**config.mk**
```make
export PLATFORM = sky130hd
export DESIGN_NAME = cla_sub_pipe
export DESIGN_NICKNAME = d
export VERILOG_FILES = /design/src/rtl/cla_sub_pipe.sv
export SDC_FILE = /design/constraint.sdc
export NUM_CORES = 1
export LEC_CHECK = 0
export CORE_MARGIN = 1
export CORE_UTILIZATION = 55
export CTS_CLUSTER_SIZE = 10
export DETAILED_ROUTE_END_ITERATION = 8
export PLACE_DENSITY_LB_ADDON = 0.3
export SKIP_CTS_REPAIR_TIMING = 1
export SLEW_MARGIN = 20
export SYNTH_ARGS = -nofsm -noshare
export SYNTH_HDL_FRONTEND = slang
export SYNTH_SLANG_ARGS = --single-unit
```
**constraint.sdc**
```tcl
create_clock -name clk -period 5.1 [get_ports clk]
set_input_delay 1.02 -clock clk [delete_from_list [all_inputs] [get_ports clk]]
set_output_delay 1.02 -clock clk [all_outputs]
set_load 0.02 [all_outputs]
```
**src/rtl/cla_sub_pipe.sv**
```systemverilog
// Purpose : two-stage pipelined carry-lookahead subtractor, diff = a - b - b_in
//           computed as a + ~b + ~b_in, plus unsigned borrow-out and signed overflow.
// Latency : result valid 2 cycles after acceptance; one op per cycle sustained.
// Backpr. : out_ready low freezes the output register; stage 1 holds its operand,
//           and in_ready drops once both stages are full (at most 2 ops in flight).
// Ports   : clk/rst (async active-high); in_valid/in_ready + a, b, b_in on the
//           input side; out_valid/out_ready + diff, b_out, ovf on the output side.
module cla_sub_pipe #(
  parameter int WIDTH = 16,  // operand width, multiple of GROUP
  parameter int GROUP = 4    // lookahead group size
) (
  input  logic             clk,
  input  logic             rst,
  input  logic             in_valid,
  output logic             in_ready,
  input  logic [WIDTH-1:0] a,
  input  logic [WIDTH-1:0] b,
  input  logic             b_in,
  output logic             out_valid,
  input  logic             out_ready,
  output logic [WIDTH-1:0] diff,
  output logic             b_out,
  output logic             ovf
);

  localparam int NG = WIDTH / GROUP;

  // ------------------------------------------------------------------
  // Flow control
  // ------------------------------------------------------------------
  logic s2_adv;
  logic s1_adv;
  logic in_acc;

  // Stage 1 state
  logic             s1_valid_q, s1_valid_d;
  logic [WIDTH-1:0] s1_p_q, s1_p_d;
  logic [WIDTH-1:0] s1_g_q, s1_g_d;
  logic [NG-1:0]    s1_gp_q, s1_gp_d;
  logic [NG-1:0]    s1_gg_q, s1_gg_d;
  logic             s1_c0_q, s1_c0_d;
  logic             s1_a_msb_q, s1_a_msb_d;
  logic             s1_b_msb_q, s1_b_msb_d;

  // Stage 2 (output) state
  logic             out_valid_q, out_valid_d;
  logic [WIDTH-1:0] diff_q, diff_d;
  logic             b_out_q, b_out_d;
  logic             ovf_q, ovf_d;

  // Stage 1 combinational terms
  logic [WIDTH-1:0] new_p;
  logic [WIDTH-1:0] new_g;
  logic [NG-1:0]    new_gp;
  logic [NG-1:0]    new_gg;

  // Stage 2 combinational terms
  logic [NG:0]      gc;        // carry into each group; gc[NG] is the final carry-out
  logic             la_run_p;  // running product of group P in the lookahead expansion
  logic             la_term;   // accumulated generate terms for one group carry
  logic [WIDTH-1:0] bit_c;     // carry into each bit
  logic             c_run;
  logic [WIDTH-1:0] sum;
  logic             ovf_calc;

  assign s2_adv   = !out_valid_q || out_ready;
  assign s1_adv   = s1_valid_q && s2_adv;
  // Depends on out_ready combinationally so a full pipe can accept while draining.
  assign in_ready = !s1_valid_q || s2_adv;
  assign in_acc   = in_valid && in_ready;

  // ------------------------------------------------------------------
  // Stage 1: per-bit propagate/generate of a + ~b, then group P/G
  // ------------------------------------------------------------------
  always_comb begin
    new_p  = a ^ ~b;
    new_g  = a & ~b;
    new_gp = '0;
    new_gg = '0;
    for (int k = 0; k < NG; k++) begin
      new_gp[k] = 1'b1;
      new_gg[k] = 1'b0;
      // Walk the group LSB to MSB: G accumulates as g | p & G_lower.
      for (int i = 0; i < GROUP; i++) begin
        new_gg[k] = new_g[k*GROUP+i] | (new_p[k*GROUP+i] & new_gg[k]);
        new_gp[k] = new_gp[k] & new_p[k*GROUP+i];
      end
    end
  end

  always_comb begin
    s1_p_d     = s1_p_q;
    s1_g_d     = s1_g_q;
    s1_gp_d    = s1_gp_q;
    s1_gg_d    = s1_gg_q;
    s1_c0_d    = s1_c0_q;
    s1_a_msb_d = s1_a_msb_q;
    s1_b_msb_d = s1_b_msb_q;
    s1_valid_d = s1_valid_q;
    if (in_acc) begin
      s1_valid_d = 1'b1;
      s1_p_d     = new_p;
      s1_g_d     = new_g;
      s1_gp_d    = new_gp;
      s1_gg_d    = new_gg;
      s1_c0_d    = ~b_in;  // subtracting the borrow = adding its complement
      s1_a_msb_d = a[WIDTH-1];
      s1_b_msb_d = b[WIDTH-1];
    end else if (s1_adv) begin
      s1_valid_d = 1'b0;
    end
  end

  // ------------------------------------------------------------------
  // Stage 2: group carries by full lookahead expansion, then intra-group
  // ------------------------------------------------------------------
  always_comb begin
    gc       = '0;
    la_run_p = 1'b1;
    la_term  = 1'b0;
    gc[0]    = s1_c0_q;
    // carry into group k+1 = OR_j ( G[j] & P[k..j+1] ) | ( P[k..0] & c0 ),
    // so every group carry depends only on stage-1 registers, not on a ripple.
    for (int k = 0; k < NG; k++) begin
      la_run_p = 1'b1;
      la_term  = 1'b0;
      for (int j = k; j >= 0; j--) begin
        la_term  = la_term | (s1_gg_q[j] & la_run_p);
        la_run_p = la_run_p & s1_gp_q[j];
      end
      gc[k+1] = la_term | (la_run_p & s1_c0_q);
    end
  end

  always_comb begin
    bit_c = '0;
    c_run = 1'b0;
    for (int k = 0; k < NG; k++) begin
      c_run = gc[k];
      for (int i = 0; i < GROUP; i++) begin
        bit_c[k*GROUP+i] = c_run;
        c_run = s1_g_q[k*GROUP+i] | (s1_p_q[k*GROUP+i] & c_run);
      end
    end
  end

  assign sum = s1_p_q ^ bit_c;
  // Overflow only possible when operand signs differ; it shows as the
  // result sign disagreeing with the minuend sign.
  assign ovf_calc = (s1_a_msb_q != s1_b_msb_q) && (sum[WIDTH-1] != s1_a_msb_q);

  always_comb begin
    out_valid_d = out_valid_q;
    diff_d      = diff_q;
    b_out_d     = b_out_q;
    ovf_d       = ovf_q;
    if (s2_adv) begin
      out_valid_d = s1_valid_q;
    end
    if (s1_adv) begin
      diff_d  = sum;
      b_out_d = ~gc[NG];  // no carry out of a + ~b + ~b_in means a borrow
      ovf_d   = ovf_calc;
    end
  end

  // ------------------------------------------------------------------
  // Registers
  // ------------------------------------------------------------------
  always_ff @(posedge clk or posedge rst) begin
    if (rst) begin
      s1_valid_q <= 1'b0;
      s1_p_q     <= '0;
      s1_g_q     <= '0;
      s1_gp_q    <= '0;
      s1_gg_q    <= '0;
      s1_c0_q    <= 1'b0;
      s1_a_msb_q <= 1'b0;
      s1_b_msb_q <= 1'b0;
    end else begin
      s1_valid_q <= s1_valid_d;
      s1_p_q     <= s1_p_d;
      s1_g_q     <= s1_g_d;
      s1_gp_q    <= s1_gp_d;
      s1_gg_q    <= s1_gg_d;
      s1_c0_q    <= s1_c0_d;
      s1_a_msb_q <= s1_a_msb_d;
      s1_b_msb_q <= s1_b_msb_d;
    end
  end

  always_ff @(posedge clk or posedge rst) begin
    if (rst) begin
      out_valid_q <= 1'b0;
      diff_q      <= '0;
      b_out_q     <= 1'b0;
      ovf_q       <= 1'b0;
    end else begin
      out_valid_q <= out_valid_d;
      diff_q      <= diff_d;
      b_out_q     <= b_out_d;
      ovf_q       <= ovf_d;
    end
  end

  assign out_valid = out_valid_q;
  assign diff      = diff_q;
  assign b_out     = b_out_q;
  assign ovf       = ovf_q;

endmodule

```
==> load_flow_metrics.sql, run 1 <==
INSERT INTO impl_metrics (metric_group, metric, value, unit) VALUES
('status', 'outcome', 'complete, no violations', ''),
('setup_path', 'crit_required', '4080', 'ps'),
('clocking', 'cts-buffers-inserted', '9', ''),
('sta', 'finalHoldViolations', '0', ''),
('setup_path', 'rrSetupSlack', '2100', 'ps'),
('worst_hold_path', 'worst_hold_path.endpoint', 'diff[11]', ''),
('sta', 'final.setup_skew', '5.70', 'ps'),
('pwr', 'power_per_cell_area', '435', 'nW/µm²'),
('worst_hold_path', 'min_from', 'diff[11]', ''),
('floorplan', 'io_pins', '57', ''),
('setup_path', 'r2r-start', 's1_c0_q', ''),
('worst_hold_path', 'hp-class', 'reg -> reg', ''),
('drt', 'remaining_drc_errors', '0', ''),
('pwr', 'static-leakage-power', '1.75', 'nW'),
('layout', 'area_added_between_synthesis_and_finish', '27.7', '%'),
('drt', 'initialDrtViolationCount', '102', ''),
('synthesis', 'post_synth_instance_area', '2890', 'µm²'),
('global_route', 'globalRouteMet2Util', '0.355', ''),
('synthesis', 'synth_sequential_area_ratio', '0.510', ''),
('drt', 'vias_per_cell', '5.20', ''),
('worst_hold_path', 'hold_path_depth', '2', ''),
('sta', 'rsz_0062_raised_after_global_routing', 'no', ''),
('sta', 'final_min_period_over_clock_period', '0.642', ''),
('setup_path', 'worst-path-max-fanout', '3', ''),
('synthesis', 'syn_area_per_cell', '12.4', 'µm²'),
('sta', 'final-setup-viol-count', '0', ''),
('placement', 'detailedPlacementHpwl', '3440', 'µm'),
('setup_path', 'critical_path.slowest_cell', 'clkdlybuf4s50_1', ''),
('run', 'drv.max_cap_violation_count', '0', ''),
('drt', 'via_count', '1923', ''),
('sta', 'setup-tns-final', '0', 'ps'),
('floorplan', 'dieWidth', '74.5', 'µm'),
('clocking', 'tritoncts', 'yes', ''),
('setup_path', 'worstSetupPathType', 'in -> out', ''),
('placement', 'placedCellCount', '354', ''),
('placement', 'gpl.final_weighted_congestion', '0.750', ''),
('layout', 'antenna_cells', '0', ''),
('placement', 'io_buffer_count', '56', ''),
('setup_path', 'end_kind', 'output pin', ''),
('global_route', 'number_of_global_route_vias_before_repair', '1877', ''),
('clocking', 'cts.reportedPaths.clkPinSlew', '60', 'ps'),
('synthesis', 'yosysWarningCount', '0', ''),
('clocking', 'depth_of_the_cts_h_tree', '3', ''),
('drt', 'drt.antenna.violating_nets', '0', ''),
('synthesis', 'synth.distinct_cells', '27', ''),
('clocking', 'cts_num_sinks', '59', ''),
('floorplan', 'start_util', '0.570', ''),
('sta', 'hold-worst-slack', '478', 'ps'),
('global_route', 'track_usage', '0.217', ''),
('clocking', 'cts_buffer_depth', '2', ''),
('drt', 'detail_route.wl_per_cell', '13.9', 'µm'),
('global_route', 'total_congestion_overflow', '0', ''),
('synthesis', 'postSynthCellCount', '234', ''),
('floorplan', 'die_h', '74.5', 'µm'),
('floorplan', 'floorplan.die_area', '5560', 'µm²'),
('setup_path', 'worst_setup_path_start_kind', 'input pin', ''),
('global_route', 'grt_max_degree', '60', ''),
('pwr', 'power.total', '1.61', 'mW'),
('layout', 'final_layout_size_suffix_gt1_frac', '0.237', ''),
('setup_path', 'worst_path_most_repeated_cell', 'clkdlybuf4s50_1', ''),
('layout', 'layout.cells.non_filler', '370', ''),
('setup_path', 'critical-path-max-stage-delay', '610', 'ps'),
('pwr', 'max-vdd-ir-drop', '304', 'µV'),
('global_route', 'antenna_found_initial', '0', ''),
('sta', 'min_period', '3270', 'ps'),
('global_route', 'layer_with_the_highest_usage', 'met2', ''),
('sta', 'report.final.slew_viol_count', '0', ''),
('global_route', 'gr-usage-met3', '0.0556', ''),
('floorplan', 'fp-row-count', '26', ''),
('synthesis', 'synth.ff_latch_count', '59', ''),
('layout', 'finish.net_count', '360', '');
==> worst max-delay path: cells and delay by family <==
kind | cells | cell delay [ps]
AND/OR/NAND/NOR | 1 | 150
buffers and inverters | 2 | 1080
==> power by group <==
part           switching [mW]  internal [mW]  total (mW)  leakage [nW]
clock                   0.184          0.299       0.484         0.119
combinational           0.218          0.265       0.483         0.912
sequential             0.0604          0.581       0.642         0.718
==> layout make-up <==
type                    instances  area [µm²]
clock buffers                  11         151
flip-flops and latches         59        1480
inverters                      17        63.8
clock inverters                 5        75.1
well taps                      70        87.6
fillers                       376        1380
repair buffers                 57         568
multi-input cells             151        1270
==> placed cells by master, fill, tap and decap left out, types with 2 or more instances in the layout <==
cell type	instances
a21o_1	3
inv_1	16
nand2_2	2
clkinv_2	3
ha_1	28
a21oi_1	4
and2_1	2
clkdlybuf4s50_1	56
dfrtp_1	59
nand2_1	19
bufinv_16	2
o21ai_0	14
a211oi_1	4
or2_2	8
xor2_1	4
mux2_2	41
nor2_1	8
nand4_1	4
clkbuf_8	11
nand2b_1	2
==> registers in the layout, indices dropped and copies added (netlist names) <==
signal      cells
b_out           1
diff           16
out_valid       1
ovf             1
s1_a_msb_q      1
s1_b_msb_q      1
s1_c0_q         1
s1_g_q         12
s1_gg_q         4
s1_gp_q         4
s1_p_q         16
s1_valid_q      1
==> through the flow <==
step | instance area, µm² | setup slack (ps)
CTS | 3700 | 1820
floorplan | 2890 | 2390
global placement | 3470 | 1860
finish | 3700 | 1830
detailed placement | 3470 | 1830
global route | 3700 | 1770
==> synth_stat cells <==
library cell	number	area, µm²
a2bb2oi_1	1	8.76
a41oi_1	1	8.76
buf_2	1	5.00
a211oi_1	4	30.0
nand2b_2	1	8.76
dfrtp_1	59	1480
mux2_2	41	462
nor2_1	8	30.0
or2_2	8	50.1
a21o_1	3	22.5
nand4_1	4	25.0
nor4b_1	1	8.76
a211o_1	1	8.76
inv_1	17	63.8
nand2_2	2	12.5
o21ai_0	14	70.1
nor3b_1	1	7.51
xor2_1	4	35.0
a21oi_1	4	20.0
nand2_1	19	71.3
nand3b_1	1	7.51
nand3b_2	1	11.3
buf_8	2	30.0
ha_1	28	350
nand2b_1	2	12.5
buf_6	4	45.0
and2_1	2	12.5
==> cells by family after synthesis <==
kind of cell / Yosys count / synth area share
multiplexers: 41 / 0.160
adder cells (fa/ha/maj): 28 / 0.121
flip-flops: 59 / 0.510
AND/OR/NAND/NOR: 50 / 0.0891
AO/OA/AOI/OAI: 28 / 0.0584
buffers and inverters: 24 / 0.0497
XOR/XNOR: 4 / 0.0121
==> worst max path at each step <==
stage                     startpoint       end  slack [ps]  cells past startpoint
after CTS                  out_ready  in_ready        1820                      3
after global placement     out_ready  in_ready        1860                      3
after floorplan              s1_c0_q       ovf        2390                     12
final                      out_ready  in_ready        1830                      3
after detailed placement   out_ready  in_ready        1830                      3
after global routing       out_ready  in_ready        1770                      3
==> routing by layer <==
metal | vias up | wire [µm]
met5 | - | 0
met4 | 0 | 127
met3 | 12 | 190
met2 | 43 | 2600
met1 | 935 | 2240
li1 | 933 | -
(Power assumes the default switching activity.)
==> inputs of run 2 (changes only) <==
CORE_UTILIZATION = 46   (was 55)
clock period = 2.86 ns   (was 5.1 ns; I/O delays follow)
==> load_flow_metrics.sql, run 2 (same netlist as run 1, synthesis figures left out) <==
INSERT INTO impl_metrics (metric_group, metric, value, unit) VALUES
('pwr', 'power.clock.fraction', '0.282', ''),
('pwr', 'power_share_of_the_combinational_group', '0.314', ''),
('layout', 'antenna_cells', '0', ''),
('setup_path', 'worst_path_most_repeated_cell', 'a21o_1', ''),
('clocking', 'cts-buffers-inserted', '9', ''),
('clocking', 'depth_of_the_cts_h_tree', '3', ''),
('global_route', 'number_of_global_route_vias_before_repair', '1920', ''),
('setup_path', 'r2r_cells', '12', ''),
('drt', 'via_count', '1914', ''),
('sta', 'timing.fmax', '0.363', 'GHz'),
('pwr', 'power.share.switching', '0.285', ''),
('drt', 'route.final.wire_length', '4930', 'µm'),
('floorplan', 'fp-row-count', '28', ''),
('setup_path', 'worstSetupPathType', 'reg -> reg', ''),
('setup_path', 'critical_path.reg2reg.endpoint', 'ovf', ''),
('drt', 'initialDrtViolationCount', '65', ''),
('sta', 'finalHoldViolations', '0', ''),
('clocking', 'cts.reportedPaths.clkPinSlew', '60', 'ps'),
('global_route', 'total_congestion_overflow', '0', ''),
('drt', 'remaining_drc_errors', '0', ''),
('sta', 'final-setup-viol-count', '0', ''),
('clocking', 'tritoncts', 'yes', ''),
('sta', 'report.final.slew_viol_count', '0', ''),
('sta', 'max_slew.worst_pin.slew', '563', 'ps'),
('sta', 'final.setup_skew', '4.88', 'ps'),
('global_route', 'grt_max_degree', '51', ''),
('placement', 'detailedPlacementHpwl', '3540', 'µm'),
('drt', 'vias_per_cell', '5.04', ''),
('sta', 'min_period', '2760', 'ps'),
('setup_path', 'rrSetupSlack', '100', 'ps'),
('layout', 'final_layout_size_suffix_gt1_frac', '0.252', ''),
('layout', 'filler_cell_count', '503', ''),
('pwr', 'power.total', '2.82', 'mW'),
('run', 'drv.max_cap_violation_count', '0', ''),
('layout', 'layout.cells.most_common', 'dfrtp_1', ''),
('setup_path', 'critical-path-max-stage-delay', '380', 'ps'),
('setup_path', 'worst_setup_path_start_kind', 'flip-flop', ''),
('pwr', 'power_per_cell_area', '751', 'nW/µm²'),
('floorplan', 'floorplan.die_area', '6610', 'µm²'),
('clocking', 'cts_buffer_depth', '2', ''),
('floorplan', 'die_h', '81.3', 'µm'),
('setup_path', 'end_kind', 'flip-flop', ''),
('layout', 'layout.cells.most_common_list', 'dfrtp_1, clkdlybuf4s50_1, mux2_2', ''),
('global_route', 'track_usage', '0.172', ''),
('floorplan', 'start_util', '0.483', ''),
('sta', 'final_min_period_over_clock_period', '0.964', ''),
('global_route', 'antenna_found_initial', '0', ''),
('worst_hold_path', 'hp-class', 'in -> async', ''),
('pwr', 'internal_power', '2.02', 'mW'),
('global_route', 'first_pass_grt_wire_length', '8410', 'µm'),
('placement', 'io_buffer_count', '56', ''),
('pwr', 'static-leakage-power', '1.77', 'nW'),
('setup_path', 'worst-endpoint-arrival', '2970', 'ps'),
('layout', 'final_util', '0.627', ''),
('clocking', 'cts_root_buf', 'clkbuf_8', ''),
('layout', 'layout.cell_area.non_filler', '3760', 'µm²'),
('setup_path', 'cell_by_cell_trace_of_the_critical_path', 'a21o_1 > a21o_1 > a21o_1 > ha_1 > or2_2 > ha_1 > or2_2 > ha_2 > nor2_2 > xor2_1 > nor4b_2 > a211o_1', ''),
('layout', 'finish.net_count', '365', ''),
('placement', 'gpl.final_weighted_congestion', '0.770', ''),
('setup_path', 'critical_path.slowest_cell', 'dfrtp_1', ''),
('pwr', 'seq_power_share', '0.404', ''),
('placement', 'dpl_cell_area', '3520', 'µm²'),
('drt', 'drt.antenna.violating_nets', '0', ''),
('sta', 'max-slew-margin-rel', '0.623', ''),
('pwr', 'total_switching_power', '0.805', 'mW'),
('floorplan', 'design.core.area', '5990', 'µm²'),
('floorplan', 'dieWidth', '81.3', 'µm'),
('setup_path', 'crit_required', '3070', 'ps'),
('pwr', 'max-vdd-ir-drop', '398', 'µV'),
('clocking', 'cts_num_sinks', '59', ''),
('drt', 'drtPass1Iterations', '4', ''),
('clocking', 'worst_skew_pair_latency', '330', 'ps'),
('status', 'outcome', 'complete, no violations', ''),
('drt', 'detail_route.wl_per_cell', '13.0', 'µm'),
('floorplan', 'io_pins', '57', ''),
('setup_path', 'r2r-start', 's1_gp_q[0]', ''),
('setup_path', 'worst-path-max-fanout', '3', ''),
('layout', 'multi_input_comb_area', '1280', 'µm²'),
('layout', 'layout.area.seq', '1480', 'µm²'),
('layout', 'area_added_between_synthesis_and_finish', '29.9', '%');
-- run 2: layer usage --
metal	share of wire	routed length, µm	vias up	GRT usage
met5	0	0	-	0
met2	0.49	2430	48	0.280
met1	0.45	2210	922	0.208
li1	-	-	939	-
met4	0.0079	39	0	0.0482
met3	0.053	260	5	0.0697
-- run 2: worst max-delay path by stage --
stage,start,to,slack [ps],cells after the start
6_report,s1_gp_q[0],ovf,100,12
3_5_place_dp,s1_c0_q,ovf,10,12
2_1_floorplan,s1_c0_q,ovf,150,12
5_1_grt,s1_gp_q[0],ovf,-40,12
3_3_place_gp,s1_c0_q,ovf,90,12
4_1_cts,s1_c0_q,ovf,-20,12
-- run 2: final cells by class --
type | count | share of cell area
Sequential cell | 59 | 0.393
Multi-Input combinational cell | 151 | 0.342
Timing Repair Buffer | 62 | 0.168
Tap cell | 75 | 0.0250
Clock buffer | 11 | 0.0350
Clock inverter | 5 | 0.0206
Inverter | 17 | 0.0170
-- run 2: power groups by stage --
stage               clock network [mW]  logic [mW]  registers, mW
floorplan                            0       0.370           1.29
global placement                     0       0.872           1.15
detailed placement                   0       0.884           1.16
CTS                              0.820       0.889           1.14
global route                     0.859       0.973           1.17
finish                           0.794       0.886           1.14
-- run 2: worst max-delay path: cells and delay by family, from the launching register on --
kind,cells,cell delay [ps]
xor+xnor,1,270
simple gates,4,720
fa+ha+maj,3,500
compound gates,4,760
flops,1,380
-- run 2: per-stage QoR --
stage	hold WS, ps	instances	TNS, ps	setup WS [ps]
CTS	474	378	-23.6	-23.6
detailed placement	474	362	0	14.1
global placement	460	362	0	87.4
global route	483	380	-41.2	-41.2
floorplan	440	234	0	150
finish	479	380	0	103
==> inputs of run 3 (changes only) <==
HOLD_SLACK_MARGIN = 0.02   (was default)
==> results of run 3 <==
Final layout, timing and power as in run 2 (identical DEF).
